==> config.mk <==
export PLATFORM = sky130hd
export DESIGN_NAME = suu_inst_fetch
export DESIGN_NICKNAME = d
export VERILOG_FILES = /design/src/rtl/suu_inst_fetch_pkg.sv /design/src/rtl/suu_fetch_fifo.sv /design/src/rtl/suu_inst_fetch.sv
export SDC_FILE = /design/constraint.sdc
export NUM_CORES = 1
export LEC_CHECK = 0
export BUFFER_PORTS_ARGS = -buffer_cell sky130_fd_sc_hd__buf_2
export CORE_ASPECT_RATIO = 1.25
export CORE_UTILIZATION = 40
export CTS_BUF_LIST = sky130_fd_sc_hd__clkbuf_8
export DETAILED_ROUTE_END_ITERATION = 8
export GPL_ROUTABILITY_DRIVEN = 0
export PLACE_DENSITY_LB_ADDON = 0.05
export RECOVER_POWER = 25
export SYNTH_ARGS = -nofsm -noshare
export SYNTH_HDL_FRONTEND = slang
export SYNTH_SLANG_ARGS = --single-unit
==> constraint.sdc <==
create_clock -name clk -period 3.1 [get_ports clk]
set_input_delay 0.465 -clock clk [delete_from_list [all_inputs] [get_ports clk]]
set_output_delay 0.465 -clock clk [all_outputs]
set_load 0.01 [all_outputs]
==> src/rtl/suu_inst_fetch_pkg.sv <==
// rtl/suu_inst_fetch_pkg.sv - shared types and defaults for the instruction-fetch slice
package suu_inst_fetch_pkg;

  localparam logic [31:0] RESET_PC_DEF  = 32'hBFC0_0000;
  localparam logic [31:0] ADDR_MASK_DEF = 32'h1FFF_FFFF;
  localparam int          ENTRY_W       = 65;

  typedef enum logic [1:0] {
    ST_BOOT  = 2'd0,
    ST_FETCH = 2'd1,
    ST_HALT  = 2'd2
  } fetch_state_e;

  typedef struct packed {
    logic [31:0] pc;
    logic [31:0] inst;
    logic        adel;
  } fetch_entry_t;

  function automatic logic misaligned(input logic [31:0] addr);
    return addr[1:0] != 2'b00;
  endfunction

endpackage

==> src/rtl/suu_fetch_fifo.sv <==
// rtl/suu_fetch_fifo.sv - circular FIFO with flush; head reads as zero when empty
module suu_fetch_fifo #(
  parameter int DEPTH = 2,
  parameter int WIDTH = 65,
  localparam int PTR_W = $clog2(DEPTH),
  localparam int CNT_W = $clog2(DEPTH + 1)
) (
  input  logic             clk,
  input  logic             resetn,
  input  logic             push,
  input  logic [WIDTH-1:0] push_data,
  input  logic             pop,
  input  logic             flush,
  output logic             full,
  output logic             empty,
  output logic [WIDTH-1:0] head,
  output logic [CNT_W-1:0] count
);

  logic [WIDTH-1:0] mem_q [DEPTH];
  logic [PTR_W-1:0] wr_ptr_q, wr_ptr_d;
  logic [PTR_W-1:0] rd_ptr_q, rd_ptr_d;
  logic [CNT_W-1:0] count_q, count_d;
  logic             do_push, do_pop;

  assign full  = (count_q == CNT_W'(DEPTH));
  assign empty = (count_q == '0);
  assign head  = empty ? '0 : mem_q[rd_ptr_q];
  assign count = count_q;

  // A pop on a full FIFO frees the slot the push writes into this same edge.
  assign do_pop  = pop & ~empty;
  assign do_push = push & (~full | do_pop);

  always_comb begin
    wr_ptr_d = wr_ptr_q;
    rd_ptr_d = rd_ptr_q;
    count_d  = count_q;
    if (flush) begin
      wr_ptr_d = '0;
      rd_ptr_d = '0;
      count_d  = '0;
    end else begin
      if (do_push) wr_ptr_d = wr_ptr_q + PTR_W'(1);
      if (do_pop)  rd_ptr_d = rd_ptr_q + PTR_W'(1);
      count_d = count_q + CNT_W'(do_push) - CNT_W'(do_pop);
    end
  end

  always_ff @(posedge clk or negedge resetn) begin
    if (!resetn) begin
      wr_ptr_q <= '0;
      rd_ptr_q <= '0;
      count_q  <= '0;
      for (int i = 0; i < DEPTH; i++) mem_q[i] <= '0;
    end else begin
      wr_ptr_q <= wr_ptr_d;
      rd_ptr_q <= rd_ptr_d;
      count_q  <= count_d;
      if (do_push && !flush) mem_q[wr_ptr_q] <= push_data;
    end
  end

endmodule

==> src/rtl/suu_inst_fetch.sv <==
// rtl/suu_inst_fetch.sv - PC sequencer, fetch FSM and instruction RAM port driver
module suu_inst_fetch
  import suu_inst_fetch_pkg::*;
#(
  parameter logic [31:0] RESET_PC   = RESET_PC_DEF,
  parameter logic [31:0] ADDR_MASK  = ADDR_MASK_DEF,
  parameter int          FIFO_DEPTH = 2
) (
  input  logic        clk,
  input  logic        resetn,
  output logic        inst_ce_o,
  output logic        inst_we_o,
  output logic [31:0] inst_addr_o,
  output logic [3:0]  inst_sel_o,
  output logic [31:0] inst_wdata_o,
  input  logic [31:0] inst_rdata_i,
  input  logic        br_flag_i,
  input  logic [31:0] br_target_i,
  output logic        out_valid_o,
  input  logic        out_ready_i,
  output logic [31:0] out_pc_o,
  output logic [31:0] out_inst_o,
  output logic        out_adel_o
);

  localparam int CNT_W = $clog2(FIFO_DEPTH + 1);

  fetch_state_e state_q, state_d;
  logic [31:0]  pc_q, pc_d;

  logic         fifo_full, fifo_empty;
  logic [CNT_W-1:0] fifo_count;
  logic         fifo_count_unused;
  fetch_entry_t head, entry;
  logic         pop, space, redirect, fetch_ok, fetch_ce, adel_push, push;

  assign inst_we_o    = 1'b0;
  assign inst_sel_o   = 4'hF;
  assign inst_wdata_o = 32'h0;
  assign inst_addr_o  = pc_q & ADDR_MASK;
  assign inst_ce_o    = fetch_ce;

  assign out_valid_o  = ~fifo_empty;
  assign out_pc_o     = head.pc;
  assign out_inst_o   = head.inst;
  assign out_adel_o   = head.adel;
  assign fifo_count_unused = ^fifo_count;

  always_comb begin
    pop       = out_valid_o & out_ready_i;
    space     = ~fifo_full | pop;
    redirect  = br_flag_i & (state_q != ST_BOOT);
    fetch_ok  = (state_q == ST_FETCH) & ~redirect & space;
    fetch_ce  = fetch_ok & ~misaligned(pc_q);
    adel_push = fetch_ok & misaligned(pc_q);
    push      = fetch_ce | adel_push;
    entry.pc   = pc_q;
    entry.inst = fetch_ce ? inst_rdata_i : 32'h0;
    entry.adel = adel_push;

    state_d = state_q;
    pc_d    = pc_q;
    case (state_q)
      ST_BOOT:  state_d = misaligned(RESET_PC) ? ST_HALT : ST_FETCH;
      ST_FETCH: begin
        if (fetch_ce)  pc_d    = pc_q + 32'd4;
        if (adel_push) state_d = ST_HALT;
      end
      ST_HALT:  state_d = ST_HALT;
      default:  state_d = ST_HALT;
    endcase
    // Redirect wins over any push/pop decided above.
    if (redirect) begin
      pc_d    = br_target_i;
      state_d = ST_FETCH;
    end
  end

  always_ff @(posedge clk or negedge resetn) begin
    if (!resetn) begin
      state_q <= ST_BOOT;
      pc_q    <= RESET_PC;
    end else begin
      state_q <= state_d;
      pc_q    <= pc_d;
    end
  end

  suu_fetch_fifo #(
    .DEPTH (FIFO_DEPTH),
    .WIDTH (ENTRY_W)
  ) u_fifo (
    .clk       (clk),
    .resetn    (resetn),
    .push      (push),
    .push_data (entry),
    .pop       (pop),
    .flush     (redirect),
    .full      (fifo_full),
    .empty     (fifo_empty),
    .head      (head),
    .count     (fifo_count)
  );

endmodule

==> summary.txt, run 1 <==
post-route insts no fill: 1243
Setup TNS: 0 ns
crit path kind: reg -> out
routed vias/inst: 5.18
CP Capture Type: output port
violated checks: capacitance limit, slew limit
fin. max-slew vios: 70
final core utilization: 0.462
Max-Slew Margin vs Limit: -0.178
status: finished, violations left
Routed WL: 22100 um
width of the die: 132 um
clk sinks: 168
Internal: 5110 uW
maximum VDD drop: 0.398 mV
Pre-antenna DRT Iters: 7
GR Overflow Total: 0
Worst Path Required: 2.63 ns
met3 wire length: 1070 um
final setup vio count: 0
Core Area: 20700 um^2
post-route ant nets: 0
M1 WL: 9410 um
sw frac: 0.389
Worst Tran Pin Value: 1.77 ns
Async SR Flop Fraction: 1.00
Die Area: 21700 um^2
CP arrival: 2.12 ns
Reg area: 4220 um^2
DRT iter0 DRCs: 304
Pwr per Cell Area: 873 nW/um^2
hold buffers post-CTS: 0
Yosys warnings: 0
vias in the first global route: 6527
die height: 164 um
# IOs: 204
Hold Path Stages: 3
Post-synth EDFFs: 0
skew final: 0.0125 ns
Top FF cell, synth: dfrtp_1
Seq/Total Area, Yosys: 0.499
initial antenna violation count: 0
Area growth syn-to-layout: 13.6%
fin crit period: 2.58 ns
post-synth cell types: 54
Tcrit/Tclk final: 0.833
Met2 Wirelength: 11400 um
Max Cap Viol: 1
Post CTS Setup Buffer Count: 0
register share of total power: 0.453
first-pass GRT wire length: 35100 um
number of instances in the placed design: 1211
Worst-path clk slew: 0.09 ns
initial core utilization: 0.407
Syn Inst Count: 838
largest net degree at the start of global routing: 70
Max Buffers Root-to-Sink: 2
clock network power share: 0.176
Max Fclk: 387 MHz
ANT cells: 0
Switching Power: 3260 uW
H-tree levels: 4
Static Leak: 0.00467 uW
share of post-route cells with drive strength above 1: 0.278
vias: 6436
Inserted Clock Buffers: 17
CTS tree: yes
CP startpoint kind: register
Synth Area per Inst: 10.1 um^2
synthesized flop and latch total: 168
multi-input logic area: 3610 um^2
Hold Crit Class: in -> reg
overall power: 8360 uW
Top Layer Used: met4
crit-path max FO: 31
DR WL/cell: 17.8 um
synthesized area: 8440 um^2
clk_lat worst skew: 0.46 ns
DRC errors left: 0
Comb power frac: 0.371
post_cts resized: 0
Rows: 59
filler cell count: 2069
final hold violation count: 0
R2R cell count: 6
GRT Overall Usage: 0.209
port buffer count: 163
RSZ-0062 raised after global routing: no
DP HPWL: 15100 um
Root Driver: clkbuf_8
Nets: 1027
flip-flops by register name (all words and copies together), names as in the netlist:
name,cells
u_fifo.rd_ptr_q,1
state_q,2
u_fifo.mem_q,130
u_fifo.count,2
u_fifo.wr_ptr_q,1
pc_q,32
layer usage:
metal / global-route usage / up-vias
met4: 0.0682 / 0
met5: 0 / -
met2: 0.379 / 166
met1: 0.250 / 3235
li1: - / 3021
met3: 0.0368 / 14
kinds of logic (layout without fill, tap and decap cells):
family                   Yosys count  after routing  synth area share
AND/OR/NAND/NOR                  295            295             0.161
XOR/XNOR                          14             14            0.0145
adder cells (fa/ha/maj)            3              3           0.00445
AO/OA/AOI/OAI                    127            127             0.112
buffers and inverters            136            229            0.0931
multiplexers                      93             93             0.114
other                              2             40          0.000890
flip-flops                       168            168             0.499
critical path: stages, from the launching register on:
cell	delay, ns
dfrtp_4	0.85
buf_4	0.37
mux2i_1	0.22
nor2_1	0.06
buf_2	0.15
area by class of cell:
class                   instances  area share
flip-flops and latches        168       0.440
multi-input cells             572       0.376
repair buffers                186       0.105
well taps                     274      0.0358
clock buffers                  17      0.0244
clock inverters                15      0.0140
inverters                      11     0.00431
power by group through the flow:
stage | Clock [uW] | Combinational [uW] | Sequential (uW)
finish | 1470 | 3100 | 3790
global route | 1610 | 3460 | 3920
CTS | 1530 | 3170 | 3790
detailed placement | 0 | 3150 | 3840
global placement | 0 | 3090 | 3790
floorplan | 0 | 2400 | 3510
cell usage in the layout (no fill, tap or decap), types with 10 or more instances in the layout:
cell type  count
buf_2        162
dfrtp_1      158
nand2_1      140
nor2_1        83
mux2i_1       65
a22o_1        64
conb_1        40
mux2_2        28
o21ai_0       23
buf_4         19
clkbuf_8      17
nand3_1       14
inv_1         12
xnor2_1       11
nand4_1       10
Yosys cell counts, drive strengths merged, types with 5 or more instances:
master	count	area, um^2
dfrtp	159	3980
nand2	141	529
nor2	85	319
buf	84	591
mux2i	65	651
a22o	64	561
clkbuf	41	154
o21ai	32	160
mux2	28	315
nand3	15	87.6
inv	11	41.3
xnor2	11	96.3
nand4	10	62.6
dfstp	9	236
a21oi	8	40.0
nor4	8	98.9
and3	6	37.5
o311ai	6	52.6
and2	5	31.3
worst paths after layout:
check	slack, ns	end	from
worst max-delay path	0.52	out_pc_o[15]	u_fifo.rd_ptr_q
worst min-delay path	0.20	pc_q[22]	br_target_i[22]
worst max register to register	0.90	pc_q[30]	pc_q[2]
worst min register to register	0.48	u_fifo.mem_q[114]	u_fifo.mem_q[114]
max in group asynchronous	0.72	pc_q[4]	resetn
min in group asynchronous	0.47	u_fifo.mem_q[25]	resetn
stage by stage:
step / worst slack (ns) / cell area, um^2 / hold slack (ns)
6_report: 0.516 / 9590 / 0.197
2_1_floorplan: 1.04 / 8580 / 0.169
3_3_place_gp: 0.891 / 9240 / 0.457
5_1_grt: 0.248 / 9590 / 0.193
4_1_cts: 0.460 / 9610 / 0.0133
3_5_place_dp: 0.845 / 9240 / 0.462
Power figures use the tool's default switching activity.
==> run 2: changes to the inputs <==
==> constraint.sdc (replaced) <==
create_clock -name clk -period 2.6 [get_ports clk]
set_input_delay 0.39 -clock clk [delete_from_list [all_inputs] [get_ports clk]]
set_output_delay 0.39 -clock clk [all_outputs]
set_load 0.01 [all_outputs]
==> run 2 against run 1 <==
  * The flow still finishes with violations (capacitance limit, slew limit)
  * Cell count up 0.16%
  * Sequential share of layout area down 0.55 points
  * Worst hold slack worse by 0.075 ns
  * Combinational power up 22%
  * Clock skew up 0.00054 ns
  * Utilization up 0.59 points
  * Non-clock buffer count up 2
  * Critical path depth unchanged
  * Register-to-register slack worse by 0.54 ns
  * Largest power group unchanged
==> summary.txt, run 2 (synthesized netlist as in run 1, its figures left out) <==
status: finished, violations left
violated checks: capacitance limit, slew limit
Max Buffers Root-to-Sink: 2
fin. max-slew vios: 56
routed vias/inst: 5.17
post-route ant nets: 0
CP Cell Sequence: buf_12, mux2i_1, nor2_1, buf_2
Rows: 59
max reg flops: 130
CP startpoint kind: register
# IOs: 204
Root Driver: clkbuf_8
crit path kind: reg -> out
HP Start: br_target_i[22]
ANT cells: 0
Pwr per Cell Area: 1060 nW/um^2
hold buffers post-CTS: 1
clk_lat worst skew: 0.46 ns
largest net degree at the start of global routing: 70
commonest non-fill, non-tap cell in the layout: buf_2
port buffer count: 163
Post CTS Setup Buffer Count: 0
setup ws final: 0.207 ns
CP startpoint: u_fifo.rd_ptr_q
Worst-path clk slew: 0.08 ns
Core Area: 20700 um^2
vias: 6442
H-tree levels: 4
Hold Crit Class: in -> reg
vias in the first global route: 6572
WHS Endpoint: pc_q[22]
crit-path leading delay family: flip-flops
Max Cap Viol: 1
width of the die: 132 um
Slowest cell on crit path: dfrtp_4
Area growth syn-to-layout: 15.0%
final setup vio count: 0
crit-path max FO: 29
maximum VDD drop: 0.386 mV
skew final: 0.0131 ns
flop2flop setup slack: 0.36 ns
Tcrit/Tclk final: 0.921
Nets: 1029
commonest cells after routing, fill and taps aside: 163 x buf_2, 158 x dfrtp_1, 140 x nand2_1
Max-Slew Margin vs Limit: -0.00806
worst slack, placed: 0.383 ns
Regs by FF count: u_fifo.mem_q (130), pc_q (32)
RSZ-0062 raised after global routing: no
CP Capture Type: output port
fin crit period: 2.39 ns
post_cts resized: 0
GRT Overall Usage: 0.214
Top reg by flops: u_fifo.mem_q
Worst Tran Pin Value: 1.51 ns
r2r endpoint: pc_q[22]
WP buf/inv: 2
Routed WL: 22200 um
Hold Path Stages: 3
Setup TNS: 0 ns
Pre-antenna DRT Iters: 5
DRC errors left: 0
R2R cell count: 6
DR WL/cell: 17.8 um
Static Leak: 0.00474 uW
CTS tree: yes
r2r startpoint: pc_q[2]
first-pass GRT wire length: 35800 um
DP HPWL: 15200 um
final hold violation count: 0
critical path's largest stage delay: 0.81 ns
DRT iter0 DRCs: 395
CP arrival: 2.00 ns
final core utilization: 0.468
share of post-route cells with drive strength above 1: 0.279
GR Overflow Total: 0
initial core utilization: 0.407
Inserted Clock Buffers: 17
die height: 164 um
Die Area: 21700 um^2
clk sinks: 168
Max Fclk: 418 MHz
Worst Path Required: 2.21 ns
initial antenna violation count: 0
## run 2: cell count changes in the layout (fill, tap and decap cells not counted), sizes merged
cell	change
clkbuf	+4
clkinvlp	-3
bufinv	+2
clkinv	-2
buf	+1
dlygate4sd3	+1
inv	-1
## run 2: metrics by stage
stage	cell area, um^2	hold slack, ns	total power, uW	instances
6_report	9710	0.122	10300	1245
5_1_grt	9710	0.102	11000	1245
4_1_cts	9720	0.0883	10400	1245
3_5_place_dp	9280	0.398	8380	1212
3_3_place_gp	9280	0.395	8260	1212
2_1_floorplan	8580	0.0944	7050	876
## run 2: per-layer routing
layer,global-route usage,up-vias,share of wire
met1,0.267,3183,0.42
met2,0.367,206,0.50
met4,0.0751,0,0.018
met3,0.0454,26,0.056
li1,-,3027,-
met5,0,-,0
## run 2: final cells by class
class                   count  area, um^2
clock buffers              21         289
clock inverters            11         146
fillers                  2048       11000
inverters                  11        41.3
multi-input cells         572        3610
flip-flops and latches    168        4220
well taps                 274         343
repair buffers            188        1060
## run 2: tightest hold or removal path: cells and delay by family
kind                   cells  cell delay (ns)
buffers and inverters      1             0.10
AOI/OAI and AO/OA          1             0.05
and+or+nand+nor            1             0.04
## run 2: worst max path at each step
stage / end / slack (ns) / depth (start not counted)
floorplan: pc_q[30] / 0.60 / 7
CTS: out_inst_o[6] / 0.16 / 4
global route: u_fifo.mem_q[39] / 0.07 / 3
detailed placement: pc_q[24] / 0.38 / 6
finish: out_pc_o[15] / 0.21 / 4
global placement: u_fifo.mem_q[55] / 0.43 / 6
## run 2: report_power, final
part	internal, uW	switching [uW]
logic	1720	2070
clock network	1050	962
registers	3650	833
total	6420	3860
==> run 3: changes to the inputs <==
==> constraint.sdc (replaced) <==
create_clock -name clk -period 2.4 [get_ports clk]
set_input_delay 0.36 -clock clk [delete_from_list [all_inputs] [get_ports clk]]
set_output_delay 0.36 -clock clk [all_outputs]
set_load 0.01 [all_outputs]
==> run 3 against run 2 <==
  * The run now ends clean
  * Clock power up 10%
  * Clock-buffer cell count down 3
  * Utilization up 0.43 points
  * Non-clock buffer count up 5
  * Die area unchanged
  * Total power up 9.3%
  * Global-route usage down 0.20 points
  * Sequential share of layout area down 0.39 points
  * Register-to-register slack worse by 0.12 ns
  * Critical endpoint unchanged
==> summary.txt, run 3 (synthesized netlist as in run 1, its figures left out) <==
status: completed
fin. max-slew vios: 0
commonest cells after routing, fill and taps aside: 162 x buf_2, 158 x dfrtp_1, 140 x nand2_1
vias in the first global route: 6584
Regs by FF count: u_fifo.mem_q (130), pc_q (32)
largest net degree at the start of global routing: 66
Top reg by flops: u_fifo.mem_q
Post CTS Setup Buffer Count: 0
DRT iter0 DRCs: 372
crit-path leading delay family: flip-flops
fin crit period: 2.28 ns
WHS: 0.0994 ns
share of post-route cells with drive strength above 1: 0.286
Rows: 59
Inserted Clock Buffers: 17
post-route ant nets: 0
maximum VDD drop: 0.448 mV
Max Cap Viol: 0
CP arrival: 1.92 ns
# IOs: 204
CP Capture Type: output port
WP buf/inv: 2
Hold Crit Class: in -> reg
Max-Slew Margin vs Limit: 0.131
DRC errors left: 0
Area growth syn-to-layout: 16.1%
CTS tree: yes
GR Overflow Total: 0
CP startpoint: u_fifo.rd_ptr_q
Die Area: 21700 um^2
Worst Tran Pin Value: 1.30 ns
Core Area: 20700 um^2
CP startpoint kind: register
crit path kind: reg -> out
ANT cells: 0
initial core utilization: 0.407
Worst-path clk slew: 0.09 ns
port buffer count: 163
r2r startpoint: pc_q[2]
GRT Overall Usage: 0.212
critical path's largest stage delay: 0.73 ns
width of the die: 132 um
initial antenna violation count: 0
final hold violation count: 0
vias: 6475
Nets: 1034
Root Driver: clkbuf_8
CP Cell Sequence: buf_12, mux2i_1, nor2_1, buf_2
RSZ-0062 raised after global routing: no
final setup vio count: 0
DP HPWL: 15200 um
Max Fclk: 439 MHz
HP Start: br_target_i[23]
clk_lat worst skew: 0.46 ns
Pre-antenna DRT Iters: 8
die height: 164 um
first-pass GRT wire length: 35600 um
filler cell count: 2037
max reg flops: 130
Slowest cell on crit path: dfrtp_4
H-tree levels: 4
skew final: 0.0135 ns
Static Leak: 0.00479 uW
Pwr per Cell Area: 1150 nW/um^2
clk sinks: 168
Max Buffers Root-to-Sink: 2
Setup TNS: 0 ns
Worst Path Required: 2.04 ns
Routed WL: 22500 um
Tcrit/Tclk final: 0.948
routed vias/inst: 5.18
DR WL/cell: 18.0 um
crit-path max FO: 23
commonest non-fill, non-tap cell in the layout: buf_2
-- run 3: cell count changes in the layout (fill, tap and decap cells not counted), moves of 2 or more --
cell,change
clkbuf_8,-3
buf_4,+5
clkinv_2,+3
clkbuf_2,-2
buf_12,+3
-- run 3: final timing paths --
check,cells past startpoint,to,slack [ns]
max,4,out_pc_o[15],0.12
min,3,pc_q[23],0.1
max reg2reg,4,pc_q[29],0.24
min reg2reg,2,u_fifo.mem_q[127],0.48
max in group asynchronous,3,pc_q[25],0.59
min in group asynchronous,2,u_fifo.mem_q[28],0.71
-- run 3: routing by layer --
layer	part of all wire	track usage	wire length [um]
met5	0	0	0
met4	0.019	0.0719	425
met3	0.048	0.0445	1070
met2	0.51	0.370	11400
met1	0.43	0.261	9640
-- run 3: through the flow --
step | total power, uW | instances | setup slack, ns | area [um^2] | utilization
2_1_floorplan | 7640 | 876 | 0.395 | 8580 | -
3_3_place_gp | 8990 | 1217 | 0.313 | 9350 | 0.451
3_5_place_dp | 9130 | 1217 | 0.280 | 9350 | 0.451
4_1_cts | 11400 | 1250 | 0.0644 | 9800 | 0.472
5_1_grt | 12000 | 1250 | 0.0174 | 9800 | 0.472
6_report | 11200 | 1250 | 0.124 | 9800 | 0.472
-- run 3: worst reg2reg max path: cells and delay by family, from the launching register on --
kind	cells	cell delay (ns)
DFF	1	0.48
and+or+nand+nor	4	1.62
-- run 3: area by class of cell --
type                            count  area (um^2)  area share
Clock buffer                       18          248      0.0253
Clock inverter                     14          184      0.0188
Inverter                           11         41.3     0.00421
Multi-Input combinational cell    572         3620       0.369
Sequential cell                   168         4220       0.431
Tap cell                          274          343      0.0350
Timing Repair Buffer              193         1140       0.117
-- run 3: power by group --
group          internal (uW)  switching, uW
clock network           1150           1060
registers               3960            871
logic                   1910           2290
-- run 3: repair_timing --
action / CTS / global route
hold endpoints to repair: 38 / 0
hold buffers: 1 / 0
endpoints found under the setup margin: 1 / 1
resized for setup: 1 / 2
